$ cat config.mk
export PLATFORM = sky130hd
export DESIGN_NAME = mem_access_stage_flat
export DESIGN_NICKNAME = d
export VERILOG_FILES = /design/src/rtl/mem_access_stage_if.sv /design/src/rtl/mem_access_stage.sv /design/src/flat_wrapper.sv
export SDC_FILE = /design/constraint.sdc
export NUM_CORES = 1
export LEC_CHECK = 0
export CAP_MARGIN = 20
export CORE_ASPECT_RATIO = 1.75
export CORE_MARGIN = 10
export CORE_UTILIZATION = 32
export DETAILED_ROUTE_END_ITERATION = 16
export PLACE_DENSITY_LB_ADDON = 0.1
export SYNTH_ARGS = -nofsm -noshare
export SYNTH_HDL_FRONTEND = slang
export SYNTH_SLANG_ARGS = --single-unit
$ cat constraint.sdc
create_clock -name clk -period 2.1 [get_ports clk]
set_clock_uncertainty 0.2 [all_clocks]
set_input_delay 0.42 -clock clk [delete_from_list [all_inputs] [get_ports clk]]
set_output_delay 0.42 -clock clk [all_outputs]
set_load 0.1 [all_outputs]
$ cat src/rtl/mem_access_stage_if.sv
// Data-memory port bundle for the MEM stage.
//   req    request valid (master -> slave)
//   we     1 = write
//   addr   word-aligned byte address
//   be     byte enables
//   wdata  lane-shifted store data
//   gnt    request accepted this cycle (slave -> master)
//   rvalid read data valid
//   rdata  read word
interface mem_access_stage_if;
  logic        req;
  logic        we;
  logic [31:0] addr;
  logic [3:0]  be;
  logic [31:0] wdata;
  logic        gnt;
  logic        rvalid;
  logic [31:0] rdata;

  modport master (
    output req, we, addr, be, wdata,
    input  gnt, rvalid, rdata
  );

  modport slave (
    input  req, we, addr, be, wdata,
    output gnt, rvalid, rdata
  );
endinterface

$ cat src/rtl/mem_access_stage.sv
// MEM pipeline stage: turns EX/MEM outputs into a req/gnt/rvalid data-memory access,
// stalls the pipe while the access is outstanding and registers the MEM/WB outputs.
// Ports:
//   clk, rst_n            clock (rising edge), asynchronous active-low reset
//   *_mem                 EX/MEM inputs (address/ALU result, store data, rd, op controls)
//   dmem                  data-memory master port (req/we/addr/be/wdata, gnt/rvalid/rdata)
//   mem_stall             hold IF..EX/MEM while an access is in flight
//   *_wb                  registered MEM/WB outputs; mem_err_wb is a 1-cycle error pulse
module mem_access_stage #(
  parameter int unsigned TIMEOUT = 16
) (
  input  logic                clk,
  input  logic                rst_n,
  input  logic [31:0]         alu_result_mem,
  input  logic [31:0]         rs2_data_mem,
  input  logic [4:0]          rd_mem,
  input  logic                mem_read_mem,
  input  logic                mem_write_mem,
  input  logic [2:0]          mem_load_type_mem,
  input  logic [1:0]          mem_store_type_mem,
  input  logic                wb_reg_file_mem,
  input  logic                memtoreg_mem,
  mem_access_stage_if.master  dmem,
  output logic                mem_stall,
  output logic [31:0]         alu_result_wb,
  output logic [31:0]         load_data_wb,
  output logic [4:0]          rd_wb,
  output logic                wb_reg_file_wb,
  output logic                memtoreg_wb,
  output logic                mem_err_wb
);

  localparam int unsigned CntW = (TIMEOUT > 2) ? $clog2(TIMEOUT) : 1;

  typedef enum logic [1:0] {StIdle, StReq, StWait} state_e;

  state_e            state_q, state_d;
  logic [CntW-1:0]   cnt_q, cnt_d;

  logic        mem_op;
  logic [1:0]  size;        // 00 byte, 01 half, else word
  logic        misaligned;
  logic        timeout;
  logic        complete;
  logic        err;
  logic        req_raw;
  logic        load_valid;
  logic [31:0] rdata_shifted;
  logic [15:0] half_sel;
  logic [31:0] load_ext;

  // Access decode: size, alignment, lanes
  always_comb begin
    mem_op = mem_read_mem | mem_write_mem;
    size   = mem_write_mem ? mem_store_type_mem : mem_load_type_mem[1:0];

    unique case (size)
      2'b00:   misaligned = 1'b0;
      2'b01:   misaligned = alu_result_mem[0];
      default: misaligned = (alu_result_mem[1:0] != 2'b00);
    endcase
    misaligned = misaligned & mem_op;

    unique case (size)
      2'b00:   dmem.be = 4'b0001 << alu_result_mem[1:0];
      2'b01:   dmem.be = 4'b0011 << alu_result_mem[1:0];
      default: dmem.be = 4'b1111;
    endcase

    // Replicate the store value across all lanes; be picks the live ones.
    unique case (mem_store_type_mem)
      2'b00:   dmem.wdata = {4{rs2_data_mem[7:0]}};
      2'b01:   dmem.wdata = {2{rs2_data_mem[15:0]}};
      default: dmem.wdata = rs2_data_mem;
    endcase

    dmem.addr = {alu_result_mem[31:2], 2'b00};
    dmem.we   = mem_write_mem;
  end

  // Load extract: bit 2 of the load type selects zero-extension
  always_comb begin
    rdata_shifted = dmem.rdata >> {alu_result_mem[1:0], 3'b000};
    half_sel      = alu_result_mem[1] ? dmem.rdata[31:16] : dmem.rdata[15:0];
    unique case (mem_load_type_mem[1:0])
      2'b00:   load_ext = {{24{~mem_load_type_mem[2] & rdata_shifted[7]}}, rdata_shifted[7:0]};
      2'b01:   load_ext = {{16{~mem_load_type_mem[2] & half_sel[15]}}, half_sel};
      default: load_ext = dmem.rdata;
    endcase
  end

  // FSM next state and completion decode
  always_comb begin
    state_d    = state_q;
    complete   = 1'b0;
    err        = 1'b0;
    req_raw    = 1'b0;
    load_valid = 1'b0;
    timeout    = (cnt_q == CntW'(TIMEOUT - 1));

    unique case (state_q)
      StIdle: begin
        if (!mem_op) begin
          complete = 1'b1;
        end else if (misaligned) begin
          complete = 1'b1;
          err      = 1'b1;
        end else begin
          req_raw = 1'b1;
          // A same-cycle rvalid is ignored here: WAIT needs its own.
          if (dmem.gnt) begin
            if (mem_write_mem) complete = 1'b1;
            else               state_d  = StWait;
          end else begin
            state_d = StReq;
          end
        end
      end
      StReq: begin
        req_raw = 1'b1;
        if (dmem.gnt) begin
          if (mem_write_mem) begin
            complete = 1'b1;
            state_d  = StIdle;
          end else begin
            state_d = StWait;
          end
        end else if (timeout) begin
          complete = 1'b1;
          err      = 1'b1;
          state_d  = StIdle;
        end
      end
      StWait: begin
        if (dmem.rvalid) begin
          complete   = 1'b1;
          load_valid = 1'b1;
          state_d    = StIdle;
        end else if (timeout) begin
          complete = 1'b1;
          err      = 1'b1;
          state_d  = StIdle;
        end
      end
      default: begin
        state_d = StIdle;
      end
    endcase

    // Counter runs across REQ and WAIT, cleared whenever IDLE is involved.
    if (state_q != StIdle && state_d != StIdle) cnt_d = cnt_q + 1'b1;
    else                                        cnt_d = '0;
  end

  // Gated by reset so an asserted reset drops the request even while inputs hold an op.
  assign dmem.req  = req_raw & rst_n;
  assign mem_stall = ~complete & rst_n;

  always_ff @(posedge clk or negedge rst_n) begin
    if (!rst_n) begin
      state_q        <= StIdle;
      cnt_q          <= '0;
      alu_result_wb  <= '0;
      load_data_wb   <= '0;
      rd_wb          <= '0;
      wb_reg_file_wb <= 1'b0;
      memtoreg_wb    <= 1'b0;
      mem_err_wb     <= 1'b0;
    end else begin
      state_q       <= state_d;
      cnt_q         <= cnt_d;
      alu_result_wb <= alu_result_mem;
      rd_wb         <= rd_mem;
      if (complete) begin
        load_data_wb   <= load_valid ? load_ext : 32'h0;
        wb_reg_file_wb <= wb_reg_file_mem & ~err;
        memtoreg_wb    <= memtoreg_mem;
        mem_err_wb     <= err;
      end else begin
        // Bubble while the access is still outstanding
        load_data_wb   <= 32'h0;
        wb_reg_file_wb <= 1'b0;
        memtoreg_wb    <= 1'b0;
        mem_err_wb     <= 1'b0;
      end
    end
  end

endmodule

$ cat src/flat_wrapper.sv
// flat-port wrapper written by rule: the top's interface ports become plain ports
module mem_access_stage_flat 
#(
  parameter int unsigned TIMEOUT = 16
)
  (clk, rst_n, alu_result_mem, rs2_data_mem, rd_mem, mem_read_mem, mem_write_mem, mem_load_type_mem, mem_store_type_mem, wb_reg_file_mem, memtoreg_mem, mem_stall, alu_result_wb, load_data_wb, rd_wb, wb_reg_file_wb, memtoreg_wb, mem_err_wb, dmem_req, dmem_we, dmem_addr, dmem_be, dmem_wdata, dmem_gnt, dmem_rvalid, dmem_rdata);
  mem_access_stage_if dmem_i ();
  input  logic clk;
  input  logic rst_n;
  input  logic [31:0] alu_result_mem;
  input  logic [31:0] rs2_data_mem;
  input  logic [4:0] rd_mem;
  input  logic mem_read_mem;
  input  logic mem_write_mem;
  input  logic [2:0] mem_load_type_mem;
  input  logic [1:0] mem_store_type_mem;
  input  logic wb_reg_file_mem;
  input  logic memtoreg_mem;
  output logic mem_stall;
  output logic [31:0] alu_result_wb;
  output logic [31:0] load_data_wb;
  output logic [4:0] rd_wb;
  output logic wb_reg_file_wb;
  output logic memtoreg_wb;
  output logic mem_err_wb;
  output wire logic [$bits(dmem_i.req)-1:0] dmem_req;
  output wire logic [$bits(dmem_i.we)-1:0] dmem_we;
  output wire logic [$bits(dmem_i.addr)-1:0] dmem_addr;
  output wire logic [$bits(dmem_i.be)-1:0] dmem_be;
  output wire logic [$bits(dmem_i.wdata)-1:0] dmem_wdata;
  input wire logic [$bits(dmem_i.gnt)-1:0] dmem_gnt;
  input wire logic [$bits(dmem_i.rvalid)-1:0] dmem_rvalid;
  input wire logic [$bits(dmem_i.rdata)-1:0] dmem_rdata;
  assign dmem_req = dmem_i.req;
  assign dmem_we = dmem_i.we;
  assign dmem_addr = dmem_i.addr;
  assign dmem_be = dmem_i.be;
  assign dmem_wdata = dmem_i.wdata;
  assign dmem_i.gnt = dmem_gnt;
  assign dmem_i.rvalid = dmem_rvalid;
  assign dmem_i.rdata = dmem_rdata;
  mem_access_stage #(.TIMEOUT(TIMEOUT)) u_core (.clk(clk), .rst_n(rst_n), .alu_result_mem(alu_result_mem), .rs2_data_mem(rs2_data_mem), .rd_mem(rd_mem), .mem_read_mem(mem_read_mem), .mem_write_mem(mem_write_mem), .mem_load_type_mem(mem_load_type_mem), .mem_store_type_mem(mem_store_type_mem), .wb_reg_file_mem(wb_reg_file_mem), .memtoreg_mem(memtoreg_mem), .dmem(dmem_i), .mem_stall(mem_stall), .alu_result_wb(alu_result_wb), .load_data_wb(load_data_wb), .rd_wb(rd_wb), .wb_reg_file_wb(wb_reg_file_wb), .memtoreg_wb(memtoreg_wb), .mem_err_wb(mem_err_wb));
endmodule
# Word-level counts from Yosys, hierarchy flattened
# Cells that the tools add are included.
[totals] ff_bits=78 output_inout_bits=143
[op_classes] addsub=1 n_eq_ne=6 shift=3 mux=39 n_bitwise=10 reduce_logical=8
[ops] cell="case mux 32 bit (2 select lines)" n=2
[ops] cell="2-to-1 mux 32 bit" n=2
[ops] cell=">> shifter 32 x 5 -> 8 bit" n=1
[ops] cell="2-to-1 mux 1 bit" n=18
[ops] cell="2-to-1 mux 2 bit" n=9
[ops] cell="2-to-1 mux 16 bit" n=1
[ops] cell="== test 2 x 1 -> 1 bit (second input constant)" n=4
[ops] cell="logical NOT 2 bit" n=4
[ops] cell="case mux 4 bit (2 select lines)" n=1
[ops] cell="bitwise AND 1 bit" n=6
[ops] cell="case mux 1 bit (3 select lines)" n=2
[ops] cell="case mux 2 bit (3 select lines)" n=1
[ops] cell="nonzero test 2 bit" n=3
[ops] cell="adder 4 x 1 -> 4 bit (second input constant)" n=1
[ops] cell="== test 4 bit (second input constant)" n=1
[ops] cell="2-to-1 mux 4 bit" n=1
[ops] cell="case mux 1 bit (2 select lines)" n=2
[ops] cell="<< shifter 1 x 2 -> 4 bit (first input constant)" n=1
[ops] cell="<< shifter 2 x 2 -> 4 bit (first input constant)" n=1
[ops] cell="NOT 1 bit" n=3
[ops] cell="== test 2 bit (second input constant)" n=1
[ops] cell="logical AND 1 bit" n=1
[ops] cell="OR 1 bit" n=1

# Depth between registers and ports, before layout
[logic_depth] word_depth=10 mapped_depth=6 depth_no_buf=5

# Least setup slack after synthesis
# Ideal clock, no wire load.
[synth_timing] path_type="input to output" startpoint="input port mem_write_mem" endpoint="output port dmem_req" arrival_ps=3502 slack_ps=-2022 path_stages=5 path_buffers=1 path_cell_list="clkbuf_1 -> mux2i_1 -> o211a_1 -> a21oi_1 -> nor3b_1"
[synth_via] elab_chain_cells=8 word_cells_on_any_way=10 classes_between="1 x eq/ne; 5 x mux; 3 x bitwise; 1 x reduce/logical"
[synth_lines] item="start: declaration" line="flat_wrapper.sv:14" text="input logic mem_write_mem;"
[synth_lines] item="2-to-1 mux 2 bit" line="mem_access_stage.sv:55" text="size = mem_write_mem ? mem_store_type_mem : mem_load_type_mem[1:0];"
[synth_lines] item="== test 2 x 1 -> 1 bit / logical NOT 2 bit (equally long branches)" line="mem_access_stage.sv:57" text="unique case (size)"
[synth_lines] item="case mux 1 bit (2 select lines)" line="mem_access_stage.sv:57"
[synth_lines] item="bitwise AND 1 bit" line="mem_access_stage.sv:62" text="misaligned = misaligned & mem_op;"
[synth_lines] item="2-to-1 mux 1 bit" line="mem_access_stage.sv:105" text="end else if (misaligned) begin"
[synth_lines] item="2-to-1 mux 1 bit *" line="mem_access_stage.sv:103" text="if (!mem_op) begin"
[synth_lines] item="case mux 1 bit (2 select lines) *" line="mem_access_stage.sv:101" text="unique case (state_q)"
[synth_lines] item="bitwise AND 1 bit *" line="mem_access_stage.sv:156" text="assign dmem.req = req_raw & rst_n;"
[synth_lines] item="end: declaration" line="flat_wrapper.sv:26" text="output wire logic [$bits(dmem_i.req)-1:0] dmem_req;"
# Mark *: on every way between the ends. The rest lies on a longest branch, timed or not.

# Final worst setup path
[layout_timing] startpoint="register u_core.cnt_q[0]" endpoint="output port mem_stall"
[layout_via] elab_chain_cells=6 word_cells_on_any_way=7 classes_between="1 x eq/ne; 4 x mux; 2 x bitwise"
[layout_lines] item="start: declaration" line="mem_access_stage.sv:38" text="logic [CntW-1:0] cnt_q, cnt_d;"
[layout_lines] item="start signal: assignment" line="mem_access_stage.sv:171" text="cnt_q <= cnt_d;"
[layout_lines] item="== test 4 bit *" line="mem_access_stage.sv:99" text="timeout = (cnt_q == CntW'(TIMEOUT - 1));"
[layout_lines] item="2-to-1 mux 1 bit *" line="mem_access_stage.sv:128, mem_access_stage.sv:139"
[layout_lines] item="2-to-1 mux 1 bit (on tied branches)" line="mem_access_stage.sv:135, mem_access_stage.sv:121"
[layout_lines] item="case mux 1 bit (3 select lines) *" line="mem_access_stage.sv:101"
[layout_lines] item="NOT 1 bit *" line="mem_access_stage.sv:157" text="assign mem_stall = ~complete & rst_n;"
[layout_lines] item="bitwise AND 1 bit *" line="mem_access_stage.sv:157"
[layout_lines] item="end: declaration" line="flat_wrapper.sv:19" text="output logic mem_stall;"
# Marked as above.

==> reports/qor.yml <==
outcome: "finished, violations left"
violations: "negative setup slack"
first_pass_iters: 4
drt_iter0_drc: 141
grt_pass1_vias: 4172
grt_pass1_wl_mm: 24.06
clock_latency_ns: 0.33
critPathKind: "register to output pin"
numCtsBuffers: 9
vdd_drop_max_mv: 0.4852
wl_mm: 15.82
initial_utilization_pct: 32.46
synth_top_area_share_pct: 52.21
cp_slowest_stage_delay_ns: 0.39
cp_data_required_time_ns: 1.48
ys_types: 41
yosysMostFrequentCell: "dfrtp_1"
dpl.hpwl_mm: 13.27
path_cells: "ha_2 -> and3_4 -> o21ai_2 -> o22a_1 -> and3_4 -> buf_12"
fill_cells: 782
rsz0062_at_grt: "true"
synth_warnings: 0
coreArea_um2: 11520
crit_path_frequent_cell: "and3_4"
antenna_left: 0
rr_startpoint: "u_core.cnt_q[0]$_DFF_PN0_"
start_kind: "register"
syn_avg_cell_area_um2: 11.50
drive_above_1_share_pct: 47.78
total_power_uw: 6039
end_kind: "output pin"
clk_transition_reported_paths_ns: 0.06
maxCapViolations: 0
hold_end: "u_core.alu_result_wb[0]$_DFF_PN0_"
syn-cell-area_um2: 3739
critPathMaxFanout: 4
setup_slack_ns: -0.2853
pre_cts_ws_ns: -0.6840
cts_tree: "built"
slew_violations: 0
via_per_inst: 4.984
portBuffers: 254
h-tree-depth: 3
ys_top_cells_by_count: "78 x dfrtp_1, 42 x buf_4, 23 x nor2_1"
grt_util_all_layers_pct: 19.16
worst_pin_slew_ns: 0.5503
synth_flop_cell: "dfrtp_1"
hold_path_class: "input pin to register"
cts-root-buf: "clkbuf_16"
hold_depth: 2
busiest_layer: "met2"
drc: 0
gp_congestion: 0.8007
crit_slowest_cell: "dfrtp_1"
netlist_instances: 325
dp_cells: 714
grt_max_degree: 70
async_reset_ff_share_pct: 100.0
yosys.area.top_type: "dfrtp_1"
synth_edf_count: 0
dieArea_um2: 16580
final_cell_area_um2: 8335
die_y_um: 163.0
period_share_pct: 113.6
reg2regPathDepth: 7
instances_no_fill: 745
grt_remaining_overflow: 0
p_per_area_nw_per_um2: 724.5
seq_area_frac_synth_pct: 52.21
area_delta_synth_final_pct: 123.0
vias: 3713
clock.fmax_mhz: 419.2
leakage_uw: 0.003907
placed_area_um2: 7807
ios: 257
setup_violations: 2
grtUsageMet1_pct: 17.02
seqCellArea_um2: 1952
synth-seq-cells: 78
regToRegSetupSlack_ns: 0.22
row_count: 52
fin_crit_ns: 2.385
clk_path_buf_depth: 2
final_nets: 720
antenna_found_initial: 1
wire_per_inst_um: 21.24
hold_violations: 0
met2_usage_pct: 35.11
multi_input_area_um2: 1590
die-width_um: 101.7
use_met3_pct: 9.218
worstPathArrival_ns: 1.77
synth.area.top_cells: "dfrtp_1 52%, buf_4 8.4%, mux2_2 5.1%, mux4_2 4.8%, a21o_1 3.4%"
cts_sinks: 78
r2r-end: "u_core.cnt_q[0]$_DFF_PN0_"
holdCritStartpoint: "alu_result_mem[0]"
slew_headroom_pct: 63.07
worst max path at each step:
stage	from	endpoint	cells past startpoint
final	u_core.cnt_q[0]$_DFF_PN0_	mem_stall	6
after floorplan	mem_write_mem	dmem_req	5
after global routing	u_core.cnt_q[0]$_DFF_PN0_	mem_stall	6
after CTS	u_core.cnt_q[0]$_DFF_PN0_	mem_stall	6
after detailed placement	alu_result_mem[1]	u_core.load_data_wb[22]$_DFF_PN0_	6
after global placement	alu_result_mem[1]	u_core.load_data_wb[26]$_DFF_PN0_	6
metal layers:
layer,part of all wire [%],wire length (um)
met3,13,2018
met1,30,4700
met4,2.3,363
met5,0,0
met2,55,8739
critical path, delay by kind of cell (launching register included):
family / cells / cell delay [ns]
AO/OA/AOI/OAI: 2 / 0.29
adder cells (fa/ha/maj): 1 / 0.19
buffers and inverters: 1 / 0.17
flip-flops: 1 / 0.39
AND/OR/NAND/NOR: 2 / 0.40
repair_timing:
action / 4_1_cts / 5_1_grt
setup endpoints to repair: 54 / 13
pin swaps: 11 / 8
setup buffers: 8 / 5
gates resized for setup: 35 / 26
hold endpoints to repair: 9 / 0
hold buffers: 2 / 0
state kept, by name, indices dropped and copies added (netlist names):
name	cells
u_core.alu_result_wb	32
u_core.cnt_q	4
u_core.wb_reg_file_wb	1
u_core.load_data_wb	32
u_core.state_q	2
u_core.memtoreg_wb	1
u_core.rd_wb	5
u_core.mem_err_wb	1
area by class of cell:
class | instances | area share, %
Clock buffer | 11 | 2.912
Tap cell | 135 | 2.026
Inverter | 15 | 0.7055
Clock inverter | 4 | 0.5704
Timing Repair Buffer | 326 | 51.26
Antenna cell | 1 | 0.03002
Multi-Input combinational cell | 175 | 19.08
Sequential cell | 78 | 23.42
kinds of logic after synthesis:
group / Yosys count / synth area share, %
AOI/OAI and AO/OA: 80 / 15.33
xor gates and xnor gates: 2 / 0.4686
adders and majority gates: 1 / 0.3346
buffers and inverters: 73 / 11.81
DFF: 78 / 52.21
muxes: 36 / 12.88
other: 1 / 0.1003
and+or+nand+nor: 54 / 6.861
per-stage QoR:
step | utilization (%) | hold slack [ns] | setup TNS, ns
4_1_cts | 71.47 | 0.3153 | -0.5346
6_report | 72.38 | 0.2407 | -0.3347
3_3_place_gp | 67.80 | 0.08050 | -24.44
2_1_floorplan | - | -0.07559 | -1.897
3_5_place_dp | 67.80 | 0.08208 | -26.12
5_1_grt | 72.38 | 0.2398 | -0.4455
layout by cell type (no fill, tap or decap), types with 3 or more instances in the layout:
master	n
a2111oi_0	6
a211oi_1	4
a21o_1	17
a21oi_1	3
a221oi_1	8
buf_12	121
buf_4	85
buf_6	9
clkbuf_16	9
clkdlybuf4s50_1	98
dfrtp_1	78
dlymetal6s2s_1	6
inv_1	14
mux2_2	8
mux2_4	9
mux2i_1	8
mux4_2	8
nand2_1	11
nand2b_1	3
nand3_1	3
nor2_1	20
nor3_1	4
o21ai_0	8
o21ai_2	4
o21ai_4	8
o22ai_1	9
report_power, final:
| part | switching (uW) | total [uW] | internal (uW) |
|---|---|---|---|
| sequential | 71.1 | 1670 | 1600 |
| combinational | 1780 | 2860 | 1080 |
| clock | 574 | 1520 | 941 |
| total | 2430 | 6040 | 3610 |
Note: power is estimated with default switching activity, not from simulation.
